`src/rtl/eth_rgmii_pkg.sv`:
```
// Shared types for the Ethernet block's register/AXI master path.
// Holds the address/data/strobe/id/user widths, the AXI field types used on
// the AW/W/B/AR/R channels and the request-master FSM state encoding.
package eth_rgmii_pkg;

  localparam int unsigned ADDR_W = 32;
  localparam int unsigned DATA_W = 32;
  localparam int unsigned STRB_W = DATA_W / 8;
  localparam int unsigned ID_W   = 4;
  localparam int unsigned USER_W = 1;

  typedef logic [ADDR_W-1:0] addr_t;
  typedef logic [DATA_W-1:0] data_t;
  typedef logic [STRB_W-1:0] strb_t;
  typedef logic [ID_W-1:0]   id_t;
  typedef logic [USER_W-1:0] user_t;

  typedef logic [7:0] axi_len_t;
  typedef logic [2:0] axi_size_t;
  typedef logic [1:0] axi_burst_t;
  typedef logic [3:0] axi_cache_t;
  typedef logic [2:0] axi_prot_t;
  typedef logic [3:0] axi_qos_t;
  typedef logic [3:0] axi_region_t;
  typedef logic [5:0] axi_atop_t;
  typedef logic [1:0] axi_resp_t;

  localparam axi_burst_t BURST_INCR = 2'b01;
  // Every beat covers the full data bus.
  localparam axi_size_t  AXI_SIZE   = axi_size_t'($clog2(STRB_W));

  typedef enum logic [2:0] {
    ST_IDLE  = 3'd0,
    ST_WRITE = 3'd1,
    ST_WRESP = 3'd2,
    ST_READ  = 3'd3,
    ST_RDATA = 3'd4,
    ST_DRAIN = 3'd5
  } req_state_e;

endpackage

```
`src/rtl/eth_axi_req_master.sv`:
```
// eth_axi_req_master: turns a simple req/gnt register access into a single
// beat AXI4 transaction and returns a one-cycle response pulse.
//
// Ports:
//   clk_i, rst_ni            clock, async active-low reset
//   req_i/we_i/addr_i/wdata_i/strb_i   requester side, gnt_o accepts (comb)
//   rsp_valid_o/rsp_rdata_o/rsp_err_o  registered completion pulse
//   aw_* / w_* / b_* / ar_* / r_*      AXI4 master channels
//
// Build option: ETH_AXI_REQ_TIMEOUT_EN enables a watchdog that forces an
// error response TIMEOUT_CYCLES after grant and then silently drains the
// outstanding AXI transaction (DRAIN state). Without it, transactions wait
// for the slave indefinitely and DRAIN is never entered.
module eth_axi_req_master
  import eth_rgmii_pkg::*;
#(
  parameter int unsigned TIMEOUT_CYCLES = 1024,
  parameter int unsigned AXI_ID         = 0
) (
  input  logic        clk_i,
  input  logic        rst_ni,
  // requester
  input  logic        req_i,
  input  logic        we_i,
  input  addr_t       addr_i,
  input  data_t       wdata_i,
  input  strb_t       strb_i,
  output logic        gnt_o,
  output logic        rsp_valid_o,
  output data_t       rsp_rdata_o,
  output logic        rsp_err_o,
  // AW
  output id_t         aw_id,
  output addr_t       aw_addr,
  output axi_len_t    aw_len,
  output axi_size_t   aw_size,
  output axi_burst_t  aw_burst,
  output logic        aw_lock,
  output axi_cache_t  aw_cache,
  output axi_prot_t   aw_prot,
  output axi_qos_t    aw_qos,
  output axi_region_t aw_region,
  output axi_atop_t   aw_atop,
  output user_t       aw_user,
  output logic        aw_valid,
  input  logic        aw_ready,
  // W
  output data_t       w_data,
  output strb_t       w_strb,
  output logic        w_last,
  output user_t       w_user,
  output logic        w_valid,
  input  logic        w_ready,
  // B
  input  id_t         b_id,
  input  axi_resp_t   b_resp,
  input  user_t       b_user,
  input  logic        b_valid,
  output logic        b_ready,
  // AR
  output id_t         ar_id,
  output addr_t       ar_addr,
  output axi_len_t    ar_len,
  output axi_size_t   ar_size,
  output axi_burst_t  ar_burst,
  output logic        ar_lock,
  output axi_cache_t  ar_cache,
  output axi_prot_t   ar_prot,
  output axi_qos_t    ar_qos,
  output axi_region_t ar_region,
  output user_t       ar_user,
  output logic        ar_valid,
  input  logic        ar_ready,
  // R
  input  id_t         r_id,
  input  data_t       r_data,
  input  axi_resp_t   r_resp,
  input  logic        r_last,
  input  user_t       r_user,
  input  logic        r_valid,
  output logic        r_ready
);

  req_state_e state_q, state_d;
  logic       we_q, we_d;
  addr_t      addr_q, addr_d;
  data_t      wdata_q, wdata_d;
  strb_t      strb_q, strb_d;
  // Per-channel "valid still owed" flags; AW and W retire independently.
  logic       aw_pend_q, aw_pend_d;
  logic       w_pend_q, w_pend_d;
  logic       ar_pend_q, ar_pend_d;
  logic       rsp_valid_q, rsp_valid_d;
  logic       rsp_err_q, rsp_err_d;
  data_t      rsp_rdata_q, rsp_rdata_d;

  logic b_hs, r_hs, ar_hs;

`ifdef ETH_AXI_REQ_TIMEOUT_EN
  localparam int unsigned CNT_W = $clog2(TIMEOUT_CYCLES + 1);
  // Counter reads 0 in the first cycle after grant, so hitting
  // TIMEOUT_CYCLES-2 there puts the registered pulse TIMEOUT_CYCLES after
  // the grant cycle.
  localparam logic [CNT_W-1:0] CNT_HIT = CNT_W'(TIMEOUT_CYCLES - 2);
  logic [CNT_W-1:0] cnt_q, cnt_d;
  logic             timeout;
  logic             active;
`endif

  // Bits of the slave response we never look at.
  logic unused_in;
  assign unused_in = ^{b_id, b_user, b_resp[0], r_id, r_last, r_user, r_resp[0]};

  assign gnt_o = req_i && (state_q == ST_IDLE);

  assign b_hs  = b_valid && b_ready;
  assign r_hs  = r_valid && r_ready;
  assign ar_hs = ar_pend_q && ar_ready;

  // ---------------------------------------------------------------- state reg
  always_ff @(posedge clk_i or negedge rst_ni) begin
    if (!rst_ni) begin
      state_q     <= ST_IDLE;
      we_q        <= 1'b0;
      addr_q      <= '0;
      wdata_q     <= '0;
      strb_q      <= '0;
      aw_pend_q   <= 1'b0;
      w_pend_q    <= 1'b0;
      ar_pend_q   <= 1'b0;
      rsp_valid_q <= 1'b0;
      rsp_err_q   <= 1'b0;
      rsp_rdata_q <= '0;
`ifdef ETH_AXI_REQ_TIMEOUT_EN
      cnt_q       <= '0;
`endif
    end else begin
      state_q     <= state_d;
      we_q        <= we_d;
      addr_q      <= addr_d;
      wdata_q     <= wdata_d;
      strb_q      <= strb_d;
      aw_pend_q   <= aw_pend_d;
      w_pend_q    <= w_pend_d;
      ar_pend_q   <= ar_pend_d;
      rsp_valid_q <= rsp_valid_d;
      rsp_err_q   <= rsp_err_d;
      rsp_rdata_q <= rsp_rdata_d;
`ifdef ETH_AXI_REQ_TIMEOUT_EN
      cnt_q       <= cnt_d;
`endif
    end
  end

  // --------------------------------------------------------------- next state
  always_comb begin
    state_d     = state_q;
    we_d        = we_q;
    addr_d      = addr_q;
    wdata_d     = wdata_q;
    strb_d      = strb_q;
    // A pending valid retires on its own handshake in any state.
    aw_pend_d   = aw_pend_q && !aw_ready;
    w_pend_d    = w_pend_q && !w_ready;
    ar_pend_d   = ar_pend_q && !ar_ready;
    rsp_valid_d = 1'b0;
    rsp_err_d   = 1'b0;
    rsp_rdata_d = '0;

    case (state_q)
      ST_IDLE: begin
        if (req_i) begin
          we_d    = we_i;
          addr_d  = addr_i;
          wdata_d = wdata_i;
          strb_d  = strb_i;
          if (we_i) begin
            aw_pend_d = 1'b1;
            w_pend_d  = 1'b1;
            state_d   = ST_WRITE;
          end else begin
            ar_pend_d = 1'b1;
            state_d   = ST_READ;
          end
        end
      end
      ST_WRITE: begin
        if (!aw_pend_d && !w_pend_d) state_d = ST_WRESP;
      end
      ST_WRESP: begin
        if (b_hs) begin
          state_d     = ST_IDLE;
          rsp_valid_d = 1'b1;
          rsp_err_d   = b_resp[1];
        end
      end
      ST_READ: begin
        if (ar_hs) state_d = ST_RDATA;
      end
      ST_RDATA: begin
        if (r_hs) begin
          state_d     = ST_IDLE;
          rsp_valid_d = 1'b1;
          rsp_err_d   = r_resp[1];
          rsp_rdata_d = r_resp[1] ? '0 : r_data;
        end
      end
      ST_DRAIN: begin
        // Response already given; swallow the late B/R quietly.
        if (we_q ? b_hs : r_hs) state_d = ST_IDLE;
      end
      default: state_d = ST_IDLE;
    endcase

`ifdef ETH_AXI_REQ_TIMEOUT_EN
    active  = (state_q inside {ST_WRITE, ST_WRESP, ST_READ, ST_RDATA});
    timeout = active && (cnt_q == CNT_HIT);
    if (gnt_o)
      cnt_d = '0;
    else if (active)
      cnt_d = cnt_q + CNT_W'(1);
    else
      cnt_d = cnt_q;
    // A real B/R arriving in the timeout cycle takes precedence.
    if (timeout && !rsp_valid_d) begin
      state_d     = ST_DRAIN;
      rsp_valid_d = 1'b1;
      rsp_err_d   = 1'b1;
      rsp_rdata_d = '0;
    end
`endif
  end

  // ------------------------------------------------------------------ outputs
  always_comb begin
    b_ready = 1'b0;
    r_ready = 1'b0;
    case (state_q)
      ST_WRESP: b_ready = 1'b1;
      ST_RDATA: r_ready = 1'b1;
      ST_DRAIN: begin
        // Only accept B/R once the address/data side has fully gone out.
        b_ready = we_q && !aw_pend_q && !w_pend_q;
        r_ready = !we_q && !ar_pend_q;
      end
      default: ;
    endcase
  end

  assign aw_valid  = aw_pend_q;
  assign aw_id     = id_t'(AXI_ID);
  assign aw_addr   = addr_q;
  assign aw_len    = '0;
  assign aw_size   = AXI_SIZE;
  assign aw_burst  = BURST_INCR;
  assign aw_lock   = 1'b0;
  assign aw_cache  = '0;
  assign aw_prot   = '0;
  assign aw_qos    = '0;
  assign aw_region = '0;
  assign aw_atop   = '0;
  assign aw_user   = '0;

  assign w_valid   = w_pend_q;
  assign w_data    = wdata_q;
  assign w_strb    = strb_q;
  assign w_last    = 1'b1;
  assign w_user    = '0;

  assign ar_valid  = ar_pend_q;
  assign ar_id     = id_t'(AXI_ID);
  assign ar_addr   = addr_q;
  assign ar_len    = '0;
  assign ar_size   = AXI_SIZE;
  assign ar_burst  = BURST_INCR;
  assign ar_lock   = 1'b0;
  assign ar_cache  = '0;
  assign ar_prot   = '0;
  assign ar_qos    = '0;
  assign ar_region = '0;
  assign ar_user   = '0;

  assign rsp_valid_o = rsp_valid_q;
  assign rsp_err_o   = rsp_err_q;
  assign rsp_rdata_o = rsp_rdata_q;

endmodule
```
`config.mk`:
```
export PLATFORM = sky130hd
export DESIGN_NAME = eth_axi_req_master
export DESIGN_NICKNAME = d
export VERILOG_FILES = /design/src/rtl/eth_rgmii_pkg.sv /design/src/rtl/eth_axi_req_master.sv
export SDC_FILE = /design/constraint.sdc
export NUM_CORES = 1
export LEC_CHECK = 0
export BUFFER_PORTS_ARGS = -buffer_cell sky130_fd_sc_hd__buf_2
export CAP_MARGIN = 20
export CELL_PAD_IN_SITES_DETAIL_PLACEMENT = 1
export CELL_PAD_IN_SITES_GLOBAL_PLACEMENT = 2
export CORE_MARGIN = 3
export CORE_UTILIZATION = 24
export DETAILED_ROUTE_END_ITERATION = 12
export GPL_TIMING_DRIVEN = 0
export PLACE_DENSITY = 0.84
export SKIP_CTS_REPAIR_TIMING = 1
export SLEW_MARGIN = 10
export SYNTH_ARGS = -nofsm -noshare
export SYNTH_HDL_FRONTEND = slang
export SYNTH_SLANG_ARGS = --single-unit
export TNS_END_PERCENT = 100
```
`constraint.sdc`:
```
create_clock -name clk_i -period 4.4 [get_ports clk_i]
set_input_delay 1.1 -clock clk_i [delete_from_list [all_inputs] [get_ports clk_i]]
set_output_delay 1.1 -clock clk_i [all_outputs]
set_load 0.005 [all_outputs]
```
-- Yosys cells after proc, flatten, opt, wreduce, memory -nomap -nowiden
Cells that the tools add are included.
- reduce and logical (&&, ||, !) cells: 23
- eq/ne operators: 11
- muxes and demuxes: 29
- operators by type and width (cell ; number):
    32-bit 2-to-1 mux ; 3
    3-bit 2-to-1 mux ; 6
    3-bit case mux with 6 select lines ; 1
    1-bit 2-to-1 mux ; 14
    2-bit inequality test, second input constant ; 6
    1-bit logical AND ; 11
    1-bit zero test ; 9
    1-bit case mux with 2 select lines ; 4
    3-bit by 2-bit equality test with 1-bit output, second input constant ; 2
    3-bit equality test, second input constant ; 2
    6-bit AND reduction ; 1
    3-bit by 1-bit equality test with 1-bit output, second input constant ; 1
    3-bit zero test ; 1
    2-bit 2-to-1 mux ; 1
    2-bit AND reduction ; 1
- output and inout port bits: 216
- word-level logic and storage cells: 74
- input port bits: 124
- bits in registers: 109

-- Longest topological paths before layout
- depth after elaboration: 8
- gate-level depth with buffers: 7
- mapped depth without buffers: 4

-- Least setup slack after synthesis
Ideal clock, no wire load.
- path kind: input to output
- from: input req_i
- to: output gnt_o
- data required time: 3300 ps
- setup slack: 1436 ps
- stages on the path: 4
- data arrival time: 1864 ps
- path buffers: 2
- cell sequence: or4b_1 > buf_6 > clkinv_8 > buf_6
- word-level cells in the longest chain between the ends: 1
- RTL lines (element ; line ; source):
    start, declared ; eth_axi_req_master.sv:23 ; input logic req_i,
    1-bit logical AND ; eth_axi_req_master.sv:114 ; assign gnt_o = req_i && (state_q == ST_IDLE);
    end, declared ; eth_axi_req_master.sv:28 ; output logic gnt_o,
No other way between the ends.

-- Worst setup path in the final report
Same ends and word-level chain as after synthesis.

==> impl_metrics.tcl <==
set metrics [dict create \
    status "completed" \
    hold_viol_final 0 \
    netlist_instances 515 \
    setup_slack_ns 1.10 \
    wl_per_cell_um 13.4 \
    nNetsFinal 975 \
    pre_cts_slack_ns 1.07 \
    fin_crit_sh_pct 74.9 \
    grt_first_pass_wirelength_mm 23.0 \
    ys_ff_latch 109 \
    wl_mm 15.0 \
    endpoint_kind "primary output" \
    io_pins 340 \
    max-clock-path-buffers 2 \
    io_buffers 250 \
    syn2layout_area_growth_pct 44.4 \
    crit_slowest_cell "or4b_1" \
    path_cells "buf_2, or4b_1, buf_6, clkinv_8, buf_6, buf_2" \
    utilization_pct 35.9 \
    setup_viol 0 \
    start_util_pct 24.8 \
    dieArea_um2 22300 \
    worst_pin_slew_ns 0.538 \
    cp_data_arrival_time_ns 2.20 \
    avgViaCountPerCell 3.77 \
    std_cell_rows 51 \
    slew_headroom_pct 64.1 \
    cp_data_required_time_ns 3.30 \
    drive_gt1_share_pct 46.4 \
    grt_max_degree 57 \
    via_count 4222 \
    dp.cells 1105 \
    cp.buffers_inverters 5 \
    p_leak_nw 4.34 \
    final.setup.tns_ns 0 \
    drtIter0Drc 103 \
    maxSlewViolCount 0 \
    drcViolationCount 0 \
    cp_slowest_stage_delay_ns 0.46 \
    grt_pass1_vias 4364 \
    ir_worst_vdd_mv 0.212 \
    rsz0062_at_grt "no" \
    die_h_um 149 \
    cts_buffers 9 \
    coreArea_um2 19800 \
    hold_path_class "flip-flop to flip-flop" \
    fin_cells 1121 \
    yosys.cell_types.count 29 \
    syn_area_per_cell_um2 9.57 \
    cts_root_buf "clkbuf_16" \
    period_needed_ns 3.30 \
    critPathKind "primary input to primary output" \
    dp.final_hpwl_mm 12.3 \
    clk_latency_ns 0.35 \
    cts_tree "done" \
    crit_family "buffers and inverters" \
    cp_max_fo 10 \
    yosysSeqAreaShare_pct 55.3 \
    maxCapViolCount 0 \
    gr-total-overflow 0 \
    fp.dieW_um 149 \
    clock_sinks 109 \
    grt_usage_pct 13.2 \
    synth_warnings 0 \
    fmax_ghz 0.303 \
    gp_congestion 0.734 \
    path_clk_slew_ns 0.07 \
    cellPowerDensity_nw_per_um2 543 \
    hold_ws_ns 0.469 \
    diodes 0 \
    antenna_found_initial 1 \
    drtAntennaViolNets 0 \
    crit_path_start_kind "primary input" \
    fin_area_um2 7120 \
    synth_area_um2 4930 \
    finClkSkew_ns 0.0107 \
    finalPower_mw 3.86 \
    fillers 2443 \
    htreeDepth 3 \
    drtPass1Iterations 4 \
    placed_area_um2 6820 \
]
==> power by group <==
group	switching, mW	leakage, nW	internal [mW]	total (mW)
Sequential	0.209	1.41	1.33	1.54
Clock	0.398	0.139	0.412	0.809
Combinational	0.737	2.79	0.779	1.52
==> flip-flops by register name (all words and copies together) (netlist names) <==
register,flops
ar_addr,32
rsp_rdata_o,32
w_data,32
w_strb,4
state_q,3
ar_valid,1
aw_valid,1
rsp_err_o,1
rsp_valid_o,1
w_valid,1
we_q,1
==> layer usage <==
metal	global-route usage [%]	wire length [µm]
met5	0	13
met4	3.16	146
met3	5.26	1600
met2	23.4	7490
met1	14.9	5780
==> worst min-delay path, delay by kind of cell, from the launching register on <==
kind	cells	cell delay (ns)
DFF	1	0.34
and+or+nand+nor	2	0.10
==> cell families (layout without fill, tap and decap cells) <==
family                 count (synthesis)  after routing  share of synthesized area, %
AND/OR/NAND/NOR                      261            261                          22.8
buffers and inverters                131            398                          20.0
flip-flops                           109            109                          55.3
AO/OA/AOI/OAI                         12             12                          1.62
other                                  2             76                         0.152
==> path summary, 6_finish.rpt <==
path                       startpoint    endpoint  slack [ns]  cells past startpoint
hold reg to reg            w_data[23]  w_data[23]        0.47                      2
setup / recovery                req_i       gnt_o        1.10                      6
min in group asynchronous      rst_ni  w_data[11]        0.70                      1
hold / removal             w_data[23]  w_data[23]        0.47                      2
setup reg to reg           state_q[1]        we_q        2.62                      6
max in group asynchronous      rst_ni  state_q[0]        3.03                      2
==> synthesized netlist by cell type <==
cell	n	share of area (%)
a32oi_1	1	0.18
a41oi_1	1	0.18
buf_2	8	0.81
a21oi_1	3	0.30
nor2_1	3	0.23
and2_1	32	4.1
nand2b_1	6	0.76
clkinv_8	1	0.33
nand4b_1	1	0.18
buf_6	9	2.1
nand2_2	3	0.38
nand2_4	1	0.23
or4b_1	1	0.20
o22ai_1	1	0.13
clkbuf_1	4	0.30
a211o_1	1	0.18
nand3_1	3	0.30
dfrtp_1	109	55
o31ai_1	1	0.15
conb_1	2	0.15
and4b_1	1	0.20
nand3b_1	1	0.15
nor2b_1	2	0.25
nand2_1	206	16
o21ai_0	3	0.30
a221o_1	1	0.20
buf_4	108	16
inv_1	1	0.076
nor4bb_1	1	0.20
==> final cells by class <==
type / count / area [µm²] / share of cell area, %
repair buffers: 251 / 1280 / 18.1
clock inverters: 6 / 55.1 / 0.774
well taps: 265 / 332 / 4.66
flip-flops and latches: 109 / 2730 / 38.3
clock buffers: 10 / 239 / 3.36
plain buffers: 129 / 967 / 13.6
inverters: 2 / 20.0 / 0.281
multi-input cells: 349 / 1490 / 21.0
==> cells in the final DEF, fill, tap and decap left out, drive strengths merged <==
cell type / instances
nand4b: 1
o22ai: 1
nor2: 3
dfrtp: 109
nor2b: 2
nand2: 210
a41oi: 1
o21ai: 3
a211o: 1
and4b: 1
a221o: 1
nand2b: 6
buf: 376
nor4bb: 1
o31ai: 1
clkbuf: 14
a32oi: 1
clkinvlp: 2
a21oi: 3
or4b: 1
nand3: 3
conb: 76
inv: 4
and2: 32
nand3b: 1
clkinv: 2
Note: power is estimated with default switching activity, not from simulation.
